--- src/rtl/sid_wave_table_arb.sv ---
// Round-robin arbiter sharing one SID combined-waveform ROM among the voice generators.
// Each grant carries a tag through the ROM latency so the returned byte reaches the right voice.
module sid_wave_table_arb #(
   parameter int VOICES  = 3,
   parameter int AW      = 12,
   parameter int DW      = 8,
   parameter int ROM_LAT = 1
) (
   input  logic                 clock,
   input  logic                 reset_n,
   input  logic [VOICES-1:0]    req,
   input  logic [VOICES*AW-1:0] addr,
   input  logic [VOICES*2-1:0]  sel,
   output logic [VOICES-1:0]    ack,
   output logic [VOICES*DW-1:0] data,
   output logic                 rom_en,
   output logic [AW-1:0]        rom_addr,
   output logic [1:0]           rom_sel,
   input  logic [DW-1:0]        rom_data,
   output logic                 busy
);
   localparam int IDW   = $clog2(VOICES);
   localparam int DEPTH = ROM_LAT + 1;

   logic [IDW-1:0]    ptr_r;
   logic [VOICES-1:0] pending_r;
   logic [DEPTH-1:0]  tag_valid_r;
   logic [IDW-1:0]    tag_id_r [DEPTH];

   logic [AW-1:0]     addr_a_s [VOICES];
   logic [1:0]        sel_a_s  [VOICES];
   logic [VOICES-1:0] eligible_s;
   logic [VOICES-1:0] grant_mask_s;
   logic [VOICES-1:0] ret_mask_s;
   logic [VOICES-1:0] pending_next_s;
   logic              grant_s;
   logic [IDW-1:0]    win_s;
   logic [IDW:0]      cand_s;
   logic              ret_valid_s;
   logic [IDW-1:0]    ret_id_s;

   for (genvar v = 0; v < VOICES; v++) begin : g_unpack
      assign addr_a_s[v] = addr[v*AW +: AW];
      assign sel_a_s[v]  = sel[v*2 +: 2];
   end

   // Round-robin search over eligible voices, starting just after the last winner.
   always_comb begin
      eligible_s = req & ~pending_r;
      grant_s    = 1'b0;
      win_s      = ptr_r;
      cand_s     = '0;
      for (int i = 1; i <= VOICES; i++) begin
         cand_s = {1'b0, ptr_r} + (IDW+1)'(i);
         if (cand_s >= (IDW+1)'(VOICES)) begin
            cand_s = cand_s - (IDW+1)'(VOICES);
         end else begin
            cand_s = cand_s;
         end
         if (!grant_s && eligible_s[cand_s[IDW-1:0]]) begin
            grant_s = 1'b1;
            win_s   = cand_s[IDW-1:0];
         end else begin
            grant_s = grant_s;
         end
      end
   end

   // One-hot grant and return masks; pending clears on return and sets on grant.
   always_comb begin
      ret_valid_s  = tag_valid_r[DEPTH-1];
      ret_id_s     = tag_id_r[DEPTH-1];
      grant_mask_s = '0;
      ret_mask_s   = '0;
      if (grant_s) begin
         grant_mask_s[win_s] = 1'b1;
      end else begin
         grant_mask_s = '0;
      end
      if (ret_valid_s) begin
         ret_mask_s[ret_id_s] = 1'b1;
      end else begin
         ret_mask_s = '0;
      end
      pending_next_s = (pending_r & ~ret_mask_s) | grant_mask_s;
   end

   // Arbitration state, registered ROM request, tag pipeline and per-voice results.
   always_ff @(posedge clock or negedge reset_n) begin
      if (!reset_n) begin
         ptr_r       <= IDW'(VOICES-1);
         pending_r   <= '0;
         tag_valid_r <= '0;
         for (int d = 0; d < DEPTH; d++) begin
            tag_id_r[d] <= '0;
         end
         rom_en      <= 1'b0;
         rom_addr    <= '0;
         rom_sel     <= 2'b00;
         ack         <= '0;
         data        <= '0;
         busy        <= 1'b0;
      end else begin
         rom_en <= grant_s;
         if (grant_s) begin
            rom_addr <= addr_a_s[win_s];
            rom_sel  <= sel_a_s[win_s];
            ptr_r    <= win_s;
         end
         tag_valid_r <= {tag_valid_r[DEPTH-2:0], grant_s};
         tag_id_r[0] <= win_s;
         for (int d = 1; d < DEPTH; d++) begin
            tag_id_r[d] <= tag_id_r[d-1];
         end
         pending_r <= pending_next_s;
         busy      <= |pending_next_s;
         ack       <= ret_mask_s;
         for (int v = 0; v < VOICES; v++) begin
            if (ret_mask_s[v]) begin
               data[v*DW +: DW] <= rom_data;
            end
         end
      end
   end
endmodule

--- config.mk ---
export PLATFORM = sky130hd
export DESIGN_NAME = sid_wave_table_arb
export DESIGN_NICKNAME = d
export VERILOG_FILES = /design/src/rtl/sid_wave_table_arb.sv
export SDC_FILE = /design/constraint.sdc
export NUM_CORES = 1
export LEC_CHECK = 0
export ABC_AREA = 1
export ABC_CLOCK_PERIOD_IN_PS = 5200
export CAP_MARGIN = 15
export CELL_PAD_IN_SITES_DETAIL_PLACEMENT = 0
export CELL_PAD_IN_SITES_GLOBAL_PLACEMENT = 1
export CORE_ASPECT_RATIO = 0.5
export CORE_MARGIN = 10
export CORE_UTILIZATION = 34
export CTS_CLUSTER_SIZE = 8
export DETAILED_ROUTE_END_ITERATION = 10
export GPL_TIMING_DRIVEN = 0
export PLACE_DENSITY_LB_ADDON = 0.25
export SLEW_MARGIN = 20
export SYNTH_ARGS = -nofsm -noshare
export SYNTH_HDL_FRONTEND = slang
export SYNTH_SLANG_ARGS = --single-unit
export TNS_END_PERCENT = 100
--- constraint.sdc ---
create_clock -name clock -period 5.2 [get_ports clock]
set_clock_uncertainty 0.2 [all_clocks]
set_input_delay 1.04 -clock clock [delete_from_list [all_inputs] [get_ports clock]]
set_output_delay 1.04 -clock clock [all_outputs]
set_load 0.005 [all_outputs]
==> results of run 1 <==
==> registers in the layout, summed over array words and instances, names as in the netlist <==
name and count:
rom_addr 12, tag_id_r 2, pending_r 3, ack 3, busy 1, rom_sel 2
ptr_r 2, tag_valid_r 2, ret_id_s 2, data 24
==> per-stage QoR <==
step	util (%)	setup slack, ps	power [uW]
4_1_cts	53.2	2440	3590
6_report	53.2	2460	3540
3_5_place_dp	50.6	2130	3150
5_1_grt	53.2	2250	3940
2_1_floorplan	-	2890	2370
3_3_place_gp	50.7	1370	3100
==> synthesized netlist by cell type (2+ instances only) <==
library cell | n | area [um2]
a21oi_2 | 10 | 87.6
inv_1 | 26 | 97.6
ha_1 | 4 | 50.1
a21oi_1 | 4 | 20.0
o21ai_0 | 26 | 130
inv_2 | 2 | 7.51
clkbuf_1 | 5 | 18.8
nor2_1 | 25 | 93.8
buf_4 | 4 | 30.0
dfrtp_1 | 52 | 1300
nand3_2 | 8 | 80.1
nor3_1 | 2 | 10.0
nand3_1 | 39 | 195
nand2_4 | 4 | 45.0
buf_2 | 2 | 10.0
buf_6 | 3 | 33.8
nand2_1 | 114 | 428
nand2_2 | 4 | 25.0
==> cell type report <==
cell class                      count  share of cell area [%]
Timing Repair Buffer               97                    24.1
Inverter                           28                    2.62
Tap cell                          108                    3.37
Sequential cell                    53                    33.1
Multi-Input combinational cell    243                    29.7
Clock buffer                        5                    3.12
Buffer                             14                    2.31
Clock inverter                      3                    1.71
==> power by group <==
part / switching, uW / internal, uW / total (uW) / leakage (uW)
Clock: 148 / 277 / 426 / 0.0000944
Combinational: 1370 / 990 / 2360 / 0.00121
Sequential: 108 / 648 / 755 / 0.000639
Total: 1620 / 1910 / 3540 / 0.00194
==> cells by family (layout without fill, tap and decap cells) <==
group / count (synthesis) / count (layout) / synth area share (%)
buffers and inverters: 42 / 147 / 7.28
DFF: 53 / 53 / 48.9
and+or+nand+nor: 197 / 197 / 32.5
AOI/OAI and AO/OA: 42 / 42 / 9.49
adders and majority gates: 4 / 4 / 1.84
==> critical path: cells and delay by family <==
family / cells / cell delay (ps)
buf+inv: 2 / 660
simple gates: 9 / 990
==> routing by layer <==
metal | track usage (%) | routed length (um) | vias up
met1 | 16.7 | 3740 | 1129
li1 | - | - | 1283
met5 | 0 | 0 | -
met4 | 2.69 | 35 | 0
met2 | 18.9 | 3210 | 84
met3 | 5.14 | 628 | 2
==> worst min path at each step <==
stage           startpoint          end  slack [ps]  cells after the start
2_1_floorplan  tag_id_r[2]  ret_id_s[0]         130                      0
3_3_place_gp   tag_id_r[3]  ret_id_s[1]         140                      0
3_5_place_dp   tag_id_r[3]  ret_id_s[1]         140                      0
4_1_cts        tag_id_r[3]  ret_id_s[1]         160                      0
5_1_grt        tag_id_r[3]  ret_id_s[1]         170                      0
6_report       tag_id_r[3]  ret_id_s[1]         150                      0
==> results_dict.tcl, run 1 <==
set metrics [dict create \
    status "complete, no violations" \
    regArea_um2 1330 \
    cts_buffers 5 \
    chipWidth_um 146 \
    maxCapViolCount 0 \
    holdWs_ps 153 \
    hold_buffers 0 \
    ys_seq_elements 53 \
    rsz0062_at_grt "no" \
    grt_pass1_vias 2530 \
    synthToLayoutAreaGrowth_pct 47.8 \
    ys.flop_type "dfrtp_1" \
    fillers 712 \
    synth_edf_count 0 \
    drt_iter0_drc 92 \
    cellLeakagePower_uw 0.00194 \
    post-route-cell-area_um2 4010 \
    cpMaxStageDelayCell "clkdlybuf4s50_1" \
    route.detailed.drc 0 \
    startpoint "req[1]" \
    setup_viol 0 \
    worstReg2RegEnd "busy" \
    async_reset_ff_share_pct 100 \
    vias_per_cell 4.53 \
    final_common_cell "nand2_1" \
    cts_tree "done" \
    place_congestion 0.779 \
    rr_startpoint "ptr_r[1]" \
    final_cell_mix "114 x nand2_1, 96 x clkdlybuf4s50_1, 52 x dfrtp_1" \
    clock_latency_ps 290 \
    cp_max_fo 10 \
    ctsRootBufferMaster "clkbuf_16" \
    critPathCapture "busy" \
    layout.nets 501 \
    grt_pass1_wl_mm 13.0 \
    dieHeight_um 83.2 \
    cp_cell_sequence "clkdlybuf4s50_1 > nand2_1 > nand2_1 > nand3_1 > nand2_2 > nand3_2 > nand2_4 > buf_6 > nor2_1 > nor2_1 > nand3_1" \
    clock_sinks 53 \
    place_area_um2 3820 \
    start_util_pct 36.0 \
    hold_viol_final 0 \
    reg2reg_depth 15 \
    fmax_mhz 365 \
    portBuffers 97 \
    syn_area_um2 2720 \
    via_count 2498 \
    cts_max_path_buffers 2 \
    grt_overflow 0 \
    wl_per_cell_um 13.8 \
    layout.cells.non_filler 551 \
    fin_crit_ps 2740 \
    synth_fp_nets 397 \
    start_kind "primary input" \
    top_level_ports 98 \
    drtPass1Iterations 4 \
    endpoint_kind "flop" \
    grt_max_degree 54 \
    clkSlewWorstSetupHoldPaths_ps 70 \
    yosys_warnings 0 \
    antenna_found_initial 0 \
    hpwl_mm 6.20 \
    syn_inst 338 \
    slew-limit-headroom_pct 54.9 \
    multi_input_area_um2 1190 \
    post_cts_buffers 0 \
    tns_ps 0 \
    ir_worst_vdd_mv 0.477 \
    drive_above_1_share_pct 10.8 \
    worst_pin_slew_ps 676 \
    drt_wl_total_mm 7.62 \
    cts_resized 0 \
    min_period_over_period_pct 52.8 \
    die_area_um2 12200 \
    grt_usage_pct 12.7 \
    cts_htree_levels 2 \
    crit_type "primary input to flop" \
    hold_class "flop to flop" \
    postSynthAreaPerCell_um2 8.04 \
    core_area_um2 7540 \
    powerDensity_nw_per_um2 881 \
    rows 22 \
    ant_nets 0 \
    cpPeakStageDelay_ps 520 \
    synthDistinctLibCells 22 \
    placed_cells 543 \
    reg2reg_slack_ps 2660 \
    cp.required_ps 5160 \
    slew_violations 0 \
    diodes 0 \
    arrival_ps 2710 \
    synth-seq-area-share_pct 48.9 \
]
Power figures use the tool's default switching activity.
==> run 2, diff against run 1 <==
--- a/config.mk
+++ b/config.mk
@@ -6,13 +6,13 @@
 export NUM_CORES = 1
 export LEC_CHECK = 0
 export ABC_AREA = 1
-export ABC_CLOCK_PERIOD_IN_PS = 5200
+export ABC_CLOCK_PERIOD_IN_PS = 2700
 export CAP_MARGIN = 15
 export CELL_PAD_IN_SITES_DETAIL_PLACEMENT = 0
 export CELL_PAD_IN_SITES_GLOBAL_PLACEMENT = 1
 export CORE_ASPECT_RATIO = 0.5
 export CORE_MARGIN = 10
-export CORE_UTILIZATION = 34
+export CORE_UTILIZATION = 32
 export CTS_CLUSTER_SIZE = 8
 export DETAILED_ROUTE_END_ITERATION = 10
 export GPL_TIMING_DRIVEN = 0
==> constraint.sdc (replaced) <==
create_clock -name clock -period 2.7 [get_ports clock]
set_clock_uncertainty 0.2 [all_clocks]
set_input_delay 0.54 -clock clock [delete_from_list [all_inputs] [get_ports clock]]
set_output_delay 0.54 -clock clock [all_outputs]
set_load 0.005 [all_outputs]
==> results_dict.tcl, run 2 (synthesized netlist as in run 1, its figures left out) <==
set metrics [dict create \
    status "complete, no violations" \
    wl_met1_mm 3.76 \
    finish.utilization_pct 49.7 \
    wl_per_cell_um 14.6 \
    holdWs_ps 77.6 \
    synthToLayoutAreaGrowth_pct 48.4 \
    drtPass1Iterations 4 \
    rr_startpoint "ptr_r[1]" \
    cts_htree_levels 2 \
    slew_violations 0 \
    grt_overflow 0 \
    arrival_ps 2500 \
    hold_buffers 0 \
    cpMaxStageDelayCell "dfstp_2" \
    start_kind "flop" \
    fmax_mhz 394 \
    cts_buffers 5 \
    routed-wl-met2_mm 3.56 \
    met3_length_um 776 \
    hold_class "primary input to async pin" \
    layout.cells.non_filler 557 \
    largest_reg_flops 24 \
    drive_above_1_share_pct 11.7 \
    rows 23 \
    placed_cells 547 \
    grt_max_degree 54 \
    top_register "data" \
    endpoint_kind "flop" \
    cts_max_path_buffers 2 \
    worst_pin_slew_ps 670 \
    cp.required_ps 2670 \
    regArea_um2 1330 \
    core_area_um2 8120 \
    layout.nets 503 \
    fillers 784 \
    top_level_ports 98 \
    clock_sinks 53 \
    die_area_um2 12800 \
    place_congestion 0.840 \
    start_util_pct 33.5 \
    cp_cell_sequence "inv_1 > ha_1 > buf_6 > inv_2 > nand3_2 > nand3_2 > nand2_4 > nand2_4 > nand2_1 > nand2_4 > nand2_4 > buf_6 > nor2_1 > nor2_1 > nand3_1" \
    fin_crit_ps 2540 \
    critPathCapture "busy" \
    dieHeight_um 85.2 \
    rsz0062_at_grt "no" \
    clock_latency_ps 290 \
    antenna_found_initial 0 \
    final_common_cell "nand2_1" \
    top_layer_used "met4" \
    cpPeakStageDelay_ps 550 \
    drt_iter0_drc 103 \
    startpoint "ptr_r[1]" \
    ant_nets 0 \
    cts_tree "done" \
    multi_input_area_um2 1200 \
    grt_usage_pct 12.9 \
    grt_pass1_wl_mm 13.6 \
    grt_pass1_vias 2662 \
    maxCapViolCount 0 \
    reg2reg_slack_ps 160 \
    hold_viol_final 0 \
    reg2reg_depth 15 \
    top_regs "data (24), rom_addr (12)" \
    slew-limit-headroom_pct 55.3 \
    crit_top_cell "nand2_4" \
    min_period_over_period_pct 93.9 \
    route.detailed.drc 0 \
    clkSlewWorstSetupHoldPaths_ps 70 \
    setup_viol 0 \
    crit_type "flop to flop" \
    cp_max_fo 10 \
    drt_wl_total_mm 8.13 \
    portBuffers 97 \
    via_count 2577 \
    ctsRootBufferMaster "clkbuf_16" \
    final_cell_mix "114 x nand2_1, 96 x clkdlybuf4s50_1, 52 x dfrtp_1" \
    cellLeakagePower_uw 0.00195 \
    ir_worst_vdd_mv 0.607 \
    total_power_uw 6900 \
    hpwl_mm 6.43 \
    worstReg2RegEnd "busy" \
    chipWidth_um 150 \
    vias_per_cell 4.63 \
    powerDensity_nw_per_um2 1710 \
    diodes 0 \
]
run 2: cell types whose count changed in the layout (fill, tap and decap cells not counted), sizes merged:
cell,previous run,this run
bufinv,2,1
clkinvlp,0,1
inv,29,28
buf,10,12
clkbuf,10,11
run 2: layout make-up:
| type | count | share of cell area, % |
|---|---|---|
| sequential | 53 | 32.9 |
| multi-input combinational | 243 | 29.8 |
| timing repair buffer | 99 | 24.4 |
| tap | 112 | 3.48 |
| clock buffer | 6 | 3.45 |
| inverter | 28 | 2.61 |
| buffer | 14 | 2.39 |
| clock inverter | 2 | 0.931 |
run 2: timing repair:
action | CTS | global route
resized for setup | 0 | 4
setup endpoints to repair | 0 | 7
buffers inserted | 0 | 2
run 2: metrics by stage:
stage	setup WS, ps	TNS, ps	instance area (um2)
2_1_floorplan	431	0	2720
3_3_place_gp	-679	-35190	3830
3_5_place_dp	96.2	0	3820
4_1_cts	121	0	4000
5_1_grt	12.7	0	4030
6_report	164	0	4030
run 2: critical path, delay by kind of cell (launching register included):
kind / cells / cell delay, ps
and+or+nand+nor: 10 / 990
DFF: 1 / 550
buffers and inverters: 4 / 390
adders and majority gates: 1 / 280
run 2: worst min-delay path by stage:
| stage | startpoint | endpoint | slack (ps) |
|---|---|---|---|
| finish | reset_n | data[12] | 80 |
| global route | reset_n | data[12] | 130 |
| CTS | reset_n | data[12] | 110 |
| detailed placement | tag_id_r[2] | ret_id_s[0] | 140 |
| global placement | tag_id_r[3] | ret_id_s[1] | 140 |
| floorplan | reset_n | ack[0] | 40 |
run 2: power breakdown:
part | total (uW) | switching (uW) | internal (uW)
combinational | 4690 | 2720 | 1970
clock | 747 | 284 | 463
sequential | 1470 | 218 | 1250
total | 6900 | 3220 | 3680
run 2: metal layers:
layer	global-route usage (%)	up-vias
met1	16.8	1186
met4	2.37	0
li1	-	1294
met3	5.24	4
met5	0	-
met2	19.9	93
